### config.mk
export PLATFORM = sky130hd
export DESIGN_NAME = dg0041_return_stack
export DESIGN_NICKNAME = d
export VERILOG_FILES = /design/src/rtl/dg0041_pkg.sv /design/src/rtl/dg0041_stack_cell.sv /design/src/rtl/dg0041_return_stack.sv
export SDC_FILE = /design/constraint.sdc
export NUM_CORES = 1
export LEC_CHECK = 0
export CAP_MARGIN = 10
export CORE_MARGIN = 4
export CORE_UTILIZATION = 25
export DETAILED_ROUTE_END_ITERATION = 10
export PLACE_DENSITY = 0.42
export SYNTH_ARGS = -nofsm -noshare
export SYNTH_HDL_FRONTEND = slang
export SYNTH_SLANG_ARGS = --single-unit
### constraint.sdc
create_clock -name STK_CLK -period 2.6 [get_ports STK_CLK]
set_input_delay 0.65 -clock STK_CLK [delete_from_list [all_inputs] [get_ports STK_CLK]]
set_output_delay 0.65 -clock STK_CLK [all_outputs]
set_load 0.02 [all_outputs]
### src/rtl/dg0041_pkg.sv
// rtl/dg0041_pkg.sv - shared mode codes, cell select type and count-width helper
package dg0041_pkg;

    localparam logic [1:0] MODE_HOLD = 2'b00;
    localparam logic [1:0] MODE_REPL = 2'b01;
    localparam logic [1:0] MODE_PUSH = 2'b10;
    localparam logic [1:0] MODE_POP  = 2'b11;

    typedef enum logic [1:0] {
        SEL_HOLD  = 2'b00,
        SEL_LOAD  = 2'b01,
        SEL_UPPER = 2'b10,
        SEL_LOWER = 2'b11
    } cell_sel_t;

    function automatic int dg0041_cnt_w(input int depth);
        return $clog2(depth + 1);
    endfunction

endpackage

### src/rtl/dg0041_stack_cell.sv
// rtl/dg0041_stack_cell.sv - one stack entry with hold/load/upper/lower next-value mux
module dg0041_stack_cell
    import dg0041_pkg::*;
#(
    parameter int WIDTH = 10
) (
    input  logic             clk,
    input  logic             rst,
    input  cell_sel_t        sel,
    input  logic [WIDTH-1:0] pc,
    input  logic [WIDTH-1:0] upper,
    input  logic [WIDTH-1:0] lower,
    output logic [WIDTH-1:0] q
);

    logic [WIDTH-1:0] entry_d;
    logic [WIDTH-1:0] entry_q;

    always_comb begin
        entry_d = entry_q;
        case (sel)
            SEL_HOLD:  entry_d = entry_q;
            SEL_LOAD:  entry_d = pc;
            SEL_UPPER: entry_d = upper;
            SEL_LOWER: entry_d = lower;
            default:   entry_d = entry_q;
        endcase
    end

    always_ff @(posedge clk or posedge rst) begin
        if (rst) begin
            entry_q <= '0;
        end else begin
            entry_q <= entry_d;
        end
    end

    assign q = entry_q;

endmodule

### src/rtl/dg0041_return_stack.sv
// rtl/dg0041_return_stack.sv - parametrised return-address stack with count, full/empty and sticky error flags
module dg0041_return_stack
    import dg0041_pkg::*;
#(
    parameter int  WIDTH = 10,
    parameter int  DEPTH = 5,
    localparam int CNT_W = dg0041_cnt_w(DEPTH)
) (
    input  logic             STK_CLK,
    input  logic             STK_RST,
    input  logic             MODE1,
    input  logic             MODE0,
    input  logic             CLR_ERR,
    input  logic [WIDTH-1:0] PC,
    output logic [WIDTH-1:0] SP,
    output logic [CNT_W-1:0] DEPTH_CNT,
    output logic             FULL,
    output logic             EMPTY,
    output logic             OVF,
    output logic             UNF
);

    localparam logic [CNT_W-1:0] CNT_MAX = CNT_W'(DEPTH);

    logic [1:0]       mode;
    logic [WIDTH-1:0] entry [DEPTH];

    logic [CNT_W-1:0] cnt_d, cnt_q;
    logic             ovf_d, ovf_q;
    logic             unf_d, unf_q;
    logic             full_w, empty_w;

    assign mode = {MODE1, MODE0};

    // Cell 0 sees PC as its "upper" neighbour; the bottom cell sees itself as "lower",
    // which gives the duplicate-down behaviour on pop.
    for (genvar i = 0; i < DEPTH; i++) begin : g_cell
        logic [WIDTH-1:0] upper_w;
        logic [WIDTH-1:0] lower_w;
        cell_sel_t        sel_w;

        if (i == 0) begin : g_top
            assign upper_w = PC;
        end else begin : g_mid_up
            assign upper_w = entry[i-1];
        end

        if (i == DEPTH - 1) begin : g_bot
            assign lower_w = entry[i];
        end else begin : g_mid_lo
            assign lower_w = entry[i+1];
        end

        always_comb begin
            sel_w = SEL_HOLD;
            case (mode)
                MODE_HOLD: sel_w = SEL_HOLD;
                MODE_REPL: sel_w = (i == 0) ? SEL_LOAD : SEL_HOLD;
                MODE_PUSH: sel_w = SEL_UPPER;
                MODE_POP:  sel_w = SEL_LOWER;
                default:   sel_w = SEL_HOLD;
            endcase
        end

        dg0041_stack_cell #(
            .WIDTH (WIDTH)
        ) u_cell (
            .clk   (STK_CLK),
            .rst   (STK_RST),
            .sel   (sel_w),
            .pc    (PC),
            .upper (upper_w),
            .lower (lower_w),
            .q     (entry[i])
        );
    end

    assign full_w  = (cnt_q == CNT_MAX);
    assign empty_w = (cnt_q == '0);

    // Clear first so that a same-edge overflow/underflow overrides CLR_ERR.
    always_comb begin
        cnt_d = cnt_q;
        ovf_d = CLR_ERR ? 1'b0 : ovf_q;
        unf_d = CLR_ERR ? 1'b0 : unf_q;
        case (mode)
            MODE_REPL: begin
                if (empty_w) cnt_d = CNT_W'(1);
            end
            MODE_PUSH: begin
                if (full_w) ovf_d = 1'b1;
                else        cnt_d = cnt_q + 1'b1;
            end
            MODE_POP: begin
                if (empty_w) unf_d = 1'b1;
                else         cnt_d = cnt_q - 1'b1;
            end
            default: ;
        endcase
    end

    always_ff @(posedge STK_CLK or posedge STK_RST) begin
        if (STK_RST) begin
            cnt_q <= '0;
            ovf_q <= 1'b0;
            unf_q <= 1'b0;
        end else begin
            cnt_q <= cnt_d;
            ovf_q <= ovf_d;
            unf_q <= unf_d;
        end
    end

    assign SP        = entry[0];
    assign DEPTH_CNT = cnt_q;
    assign FULL      = full_w;
    assign EMPTY     = empty_w;
    assign OVF       = ovf_q;
    assign UNF       = unf_q;

endmodule
; ---- Word-level counts from Yosys, hierarchy flattened
; Cells that the tools add are included.
[word_totals]
reg_bits = 55
input_bits = 15
out_inout_bits = 17
[op_classes]
n_eq_ne = 13
n_reduce_logical = 9
addsub = 2
mux = 17
[ops]
columns = op, n
row1 = $pmux W10 S3, 3
row2 = $pmux W10 S2, 2
row3 = $eq A2 B2 Y1 const B, 6
row4 = $mux W3, 3
row5 = $pmux W3 S3, 1
row6 = $pmux W2 S4, 1
row7 = $eq A2 B1 Y1 const B, 3
row8 = $logic_not A2 Y1, 3
row9 = $mux W1, 6
row10 = $ne A2 B2 Y1 const B, 3
row11 = $pmux W2 S3, 1
row12 = $reduce_or A2 Y1, 3
row13 = $reduce_and A4 Y1, 1
row14 = $add A3 B1 Y3 const B, 1
row15 = $eq A3 B3 Y1 const B, 1
row16 = $logic_not A3 Y1, 1
row17 = $reduce_bool A3 Y1, 1
row18 = $sub A3 B1 Y3 const B, 1

; ---- Logic depth before layout (Yosys ltp)
; Gate-level depths: netlist of the first run.
[logic_depth]
word_depth = 5
mapped_depth = 7

; ---- Modules after synthesis
; Synthesis of the first run repeated with hierarchy kept, for this count alone.
[unflattened]
cells_unflattened = 154
hier_area_um2 = 2855.2
[modules_own_cells]
columns = mod, n_inst, seq_area_each_um2, area_per_inst_um2, cells_per_inst
row1 = dg0041_stack_cell, 5, 250.2, 501.7, 23
row2 = dg0041_return_stack, 1, 125.1, 346.6, 39

; ---- Worst setup path after synthesis of the first run
; No wires, ideal clock.
[synth_path]
kind = input to register
from = in MODE0
to = reg cnt_q[2], in the netlist DEPTH_CNT[2]
required_ns = 2.474
cell_stages = 7
setup_time_ns = 0.126
slack_ns = 0.695
path_buffers = 1
arrival_ns = 1.779
cell_sequence = buf_6 nand2_2 xnor2_1 ha_1 o21ai_0 o211ai_1 a221o_1
[synth_between]
elab_chain_len = 3
word_cells_on_any_way = 9
cone_classes = eq/ne (6) / mux (1) / reduce/logical (2)
[synth_lines]
columns = item, line_no
row1 = from (decl), dg0041_return_stack.sv:12  ; input logic MODE0,
row2 = $eq A2 B2 Y1 / $eq A2 B1 Y1 (equally long branches), dg0041_return_stack.sv:86  ; case (mode)
row3 = $ne A2 B2 Y1 (no line) / $reduce_bool A3 Y1 (equally long branches), n/a
row4 = $reduce_and A4 Y1 (no line), n/a
row5 = to (signal assigned), dg0041_return_stack.sv:108  ; cnt_q <= cnt_d;
row6 = to (decl), dg0041_return_stack.sv:28  ; logic [CNT_W-1:0] cnt_d, cnt_q;
; Several ways; a longest one is shown, not always the timed one.
; A chain may end at the register's enable or synchronous reset.

; ---- Final worst setup path of the first run
[layout_path]
from = reg cnt_q[0], in the netlist DEPTH_CNT[0]
to = out FULL
[layout_between]
elab_chain_len = 1
[layout_lines]
columns = item, line_no
row1 = $eq A3 B3 Y1, dg0041_return_stack.sv:78  ; assign full_w = (cnt_q == CNT_MAX);
row2 = to (decl), dg0041_return_stack.sv:17  ; output logic FULL,
; Every way passes these cells.

==> results of run 1 <==
## cell families (layout without fill, tap and decap cells)
logic type               after synthesis  count (layout)  synth area share
flip-flops                            55              55            0.5387
buffers and inverters                 20              51           0.05386
multiplexers                          43              43            0.1734
XOR/XNOR                               2               2          0.006857
AND/OR/NAND/NOR                       60              60            0.1058
adder cells (fa/ha/maj)                1               1          0.004896
AO/OA/AOI/OAI                         52              52            0.1166
## critical path, stage by stage, from the launching register on
cell	delay (ns)
dfrtp_1	0.47
nor2b_1	0.21
nand2_1	0.10
inv_1	0.07
clkdlybuf4s50_1	0.59
## placed cells by master (no fill, tap or decap), types with 2 or more instances in the layout
master	count
a211oi_1	2
a21oi_1	33
buf_12	2
buf_2	2
buf_4	6
clkbuf_8	5
clkdlybuf4s50_1	29
clkinv_4	2
dfrtp_1	55
inv_1	3
mux2_2	10
mux2i_1	33
nand2b_1	2
nor2_1	46
nor2b_1	3
nor3b_1	2
o22ai_1	8
xnor2_1	2
## metal layers
metal	global-route usage	part of all wire
met1	0.1256	0.48
met2	0.1526	0.49
met3	0.02013	0.025
met4	0.02976	0.0040
met5	0	0
## per-stage QoR
stage | cell area, µm² | util
2_1_floorplan | 2555 | -
4_1_cts | 3078 | 0.3120
6_report | 3078 | 0.3120
5_1_grt | 3078 | 0.3120
3_5_place_dp | 2984 | 0.3025
3_3_place_gp | 2984 | 0.3025
## state kept, by name (all words and copies together), names as in the netlist
name / count
g_cell.u_cell.q: 50
DEPTH_CNT: 3
OVF: 1
UNF: 1
## cell type report
cell class	instances	area, µm²
multi-input cells	158	1041
well taps	133	166.4
clock buffers	5	68.82
clock inverters	3	25.02
flip-flops and latches	55	1376
inverters	4	15.01
repair buffers	39	385.4
fillers	1033	6787
## report_power, final
group	internal [W]	switching [W]
clock network	0.000194	0.000298
logic	0.000354	0.000312
registers	0.00106	0.000180
## cells in the mapped netlist, types with 2 or more instances
library cell   n
o22ai_1        8
nor3b_1        2
inv_1          4
buf_6          5
nand2b_1       2
a21oi_1       33
mux2_2        10
nor2_1        46
buf_2          5
a211oi_1       2
xnor2_1        2
buf_4          5
dfrtp_1       55
nor2b_1        3
mux2i_1       33
## final timing paths
check / end / slack [ns] / cells after the start
setup / recovery: FULL / 0.21 / 4
hold / removal: OVF / 0.50 / 1
setup reg to reg: DEPTH_CNT[2] / 1.01 / 5
hold reg to reg: OVF / 0.50 / 1
max in group asynchronous: g_cell[4].u_cell.q[3] / 1.30 / 3
min in group asynchronous: DEPTH_CNT[1] / 0.68 / 2
==> impl_metrics.csv, run 1 <==
group,metric,value,unit
clock_tree,ctsHoldBuffers,0,
critical_path,startpoint,"DEPTH_CNT[0]",
floorplanning,rows,36,
critical_path,cp_data_arrival_time,1.74,ns
timing,worst_slack,0.2121,ns
grt,overflow,0,
route,via_count,1744,
clock_tree,clkTransAtPathRegs,0.10,ns
critical_path,critPathKind,"reg -> out",
floorplanning,fp.dieW,109.1,µm
grt,grt_pass1_vias,1776,
critical_path,cp.required,1.95,ns
clock_tree,clkSinkCount,55,
logic_synthesis,avgSynthCellArea,10.97,µm²
route,drc,0,
critical_path,end_kind,"output pin",
min_path,hold_path_startpoint,"OVF",
logic_synthesis,synthArstFlopShare,1.000,
logic_synthesis,syn_area,0.002555,mm²
clock_tree,postCtsSetupRepairBufs,0,
floorplanning,core,0.009864,mm²
clock_tree,cts_max_level,2,
timing,drv_slew,0,
floorplanning,die_height,109.1,µm
clock_tree,numCtsBuffers,5,
timing,rsz0062_at_grt,"false",
timing,slew_headroom,0.6517,
logic_synthesis,synth_top_area_frac,0.5387,
power_and_ir_drop,power,0.002400,W
timing,fin_crit_sh,0.9184,
finish,area_growth,20.47,%
logic_synthesis,ys_seq_area_frac,0.5387,
placement,gp_congestion,0.7096,
timing,worst_pin_slew,0.5216,ns
floorplanning,boundaryPins,32,
timing,finalHoldViolCount,0,
placement,dp.final_hpwl,3473,µm
logic_synthesis,yosysWarnings,0,
finish,final_layout_size_suffix_gt1_frac,0.1212,
logic_synthesis,synthTopCellsByArea,"dfrtp_1 54%, mux2i_1 13%, nor2_1 6.8%",
clock_tree,cts_tree,"done",
timing,fin_setup_tns,0,ns
power_and_ir_drop,power.density,779.7,mW/mm²
logic_synthesis,synth-seq-cells,55,
flow_run,drv_cap,0,
grt,grt_use_total,0.09427,
timing,clock.fmax,0.4188,GHz
timing,setup_viol,0,
critical_path,path_max_fanout,8,
clock_tree,clock_latency,0.31,ns
route,first_pass_iters,4,
placement,place_ws,0.5495,ns
floorplanning,dieArea,0.01190,mm²
finish,instances_no_fill,397,
min_path,hold_path.class,"reg -> reg",
route,routed_wl,5235,µm
power_and_ir_drop,ir_drop,0.2515,mV
timing,fin_crit,2.388,ns
grt,antenna_found_initial,0,
finish,fin_nets,279,
finish,antenna_cells,0,
timing,fin_skew,0.01167,ns
clock_tree,cts_buffer_depth,2,
logic_synthesis,ys_types,33,
clock_tree,root_buffer,"clkbuf_8",
placement,dp_cells,389,
status,outcome,"finished, final reports clean",
logic_synthesis,synth_edf_count,0,
clock_tree,postCtsResizedCells,0,
logic_synthesis,netlist_instances,233,
route,detail-route-antenna-nets,0,
route,drt_iter0_markers,63,
critical_path,r2r-start,"DEPTH_CNT[1]",
logic_synthesis,syn_nets,249,
route,wl_per_cell,13.19,µm
route,viasPerCell,4.393,
timing,holdWs,0.4997,ns
grt,grt_first_pass_wirelength,8866,µm
grt,grt_max_degree,48,
placement,port_buffers,31,
logic_synthesis,synth_area_leader_cell,"dfrtp_1",
logic_synthesis,yosys_most_used_dff,"dfrtp_1",
critical_path,worstSetupStartpointType,"register",
power_and_ir_drop,power.leakage,1.250,nW
floorplanning,start_util,0.2590,
Power figures use the tool's default switching activity.
==> run 2: changes to the inputs <==
--- a/config.mk
+++ b/config.mk
@@ -8,8 +8,10 @@
 export CAP_MARGIN = 10
 export CORE_MARGIN = 4
 export CORE_UTILIZATION = 25
+export CTS_BUF_LIST = sky130_fd_sc_hd__clkbuf_8
 export DETAILED_ROUTE_END_ITERATION = 10
 export PLACE_DENSITY = 0.42
 export SYNTH_ARGS = -nofsm -noshare
 export SYNTH_HDL_FRONTEND = slang
 export SYNTH_SLANG_ARGS = --single-unit
+export TNS_END_PERCENT = 5
==> results of run 2 <==
No change in the layout: final DEF, timing and power equal those of run 1.
==> run 3: changes to the inputs <==
--- a/config.mk
+++ b/config.mk
@@ -5,6 +5,7 @@
 export SDC_FILE = /design/constraint.sdc
 export NUM_CORES = 1
 export LEC_CHECK = 0
+export ABC_CLOCK_PERIOD_IN_PS = 2600
 export CAP_MARGIN = 10
 export CORE_MARGIN = 4
 export CORE_UTILIZATION = 25
@@ -14,4 +15,4 @@
 export SYNTH_ARGS = -nofsm -noshare
 export SYNTH_HDL_FRONTEND = slang
 export SYNTH_SLANG_ARGS = --single-unit
-export TNS_END_PERCENT = 5
+export TNS_END_PERCENT = 20
==> results of run 3 <==
No change in the layout: final DEF, timing and power equal those of run 1.
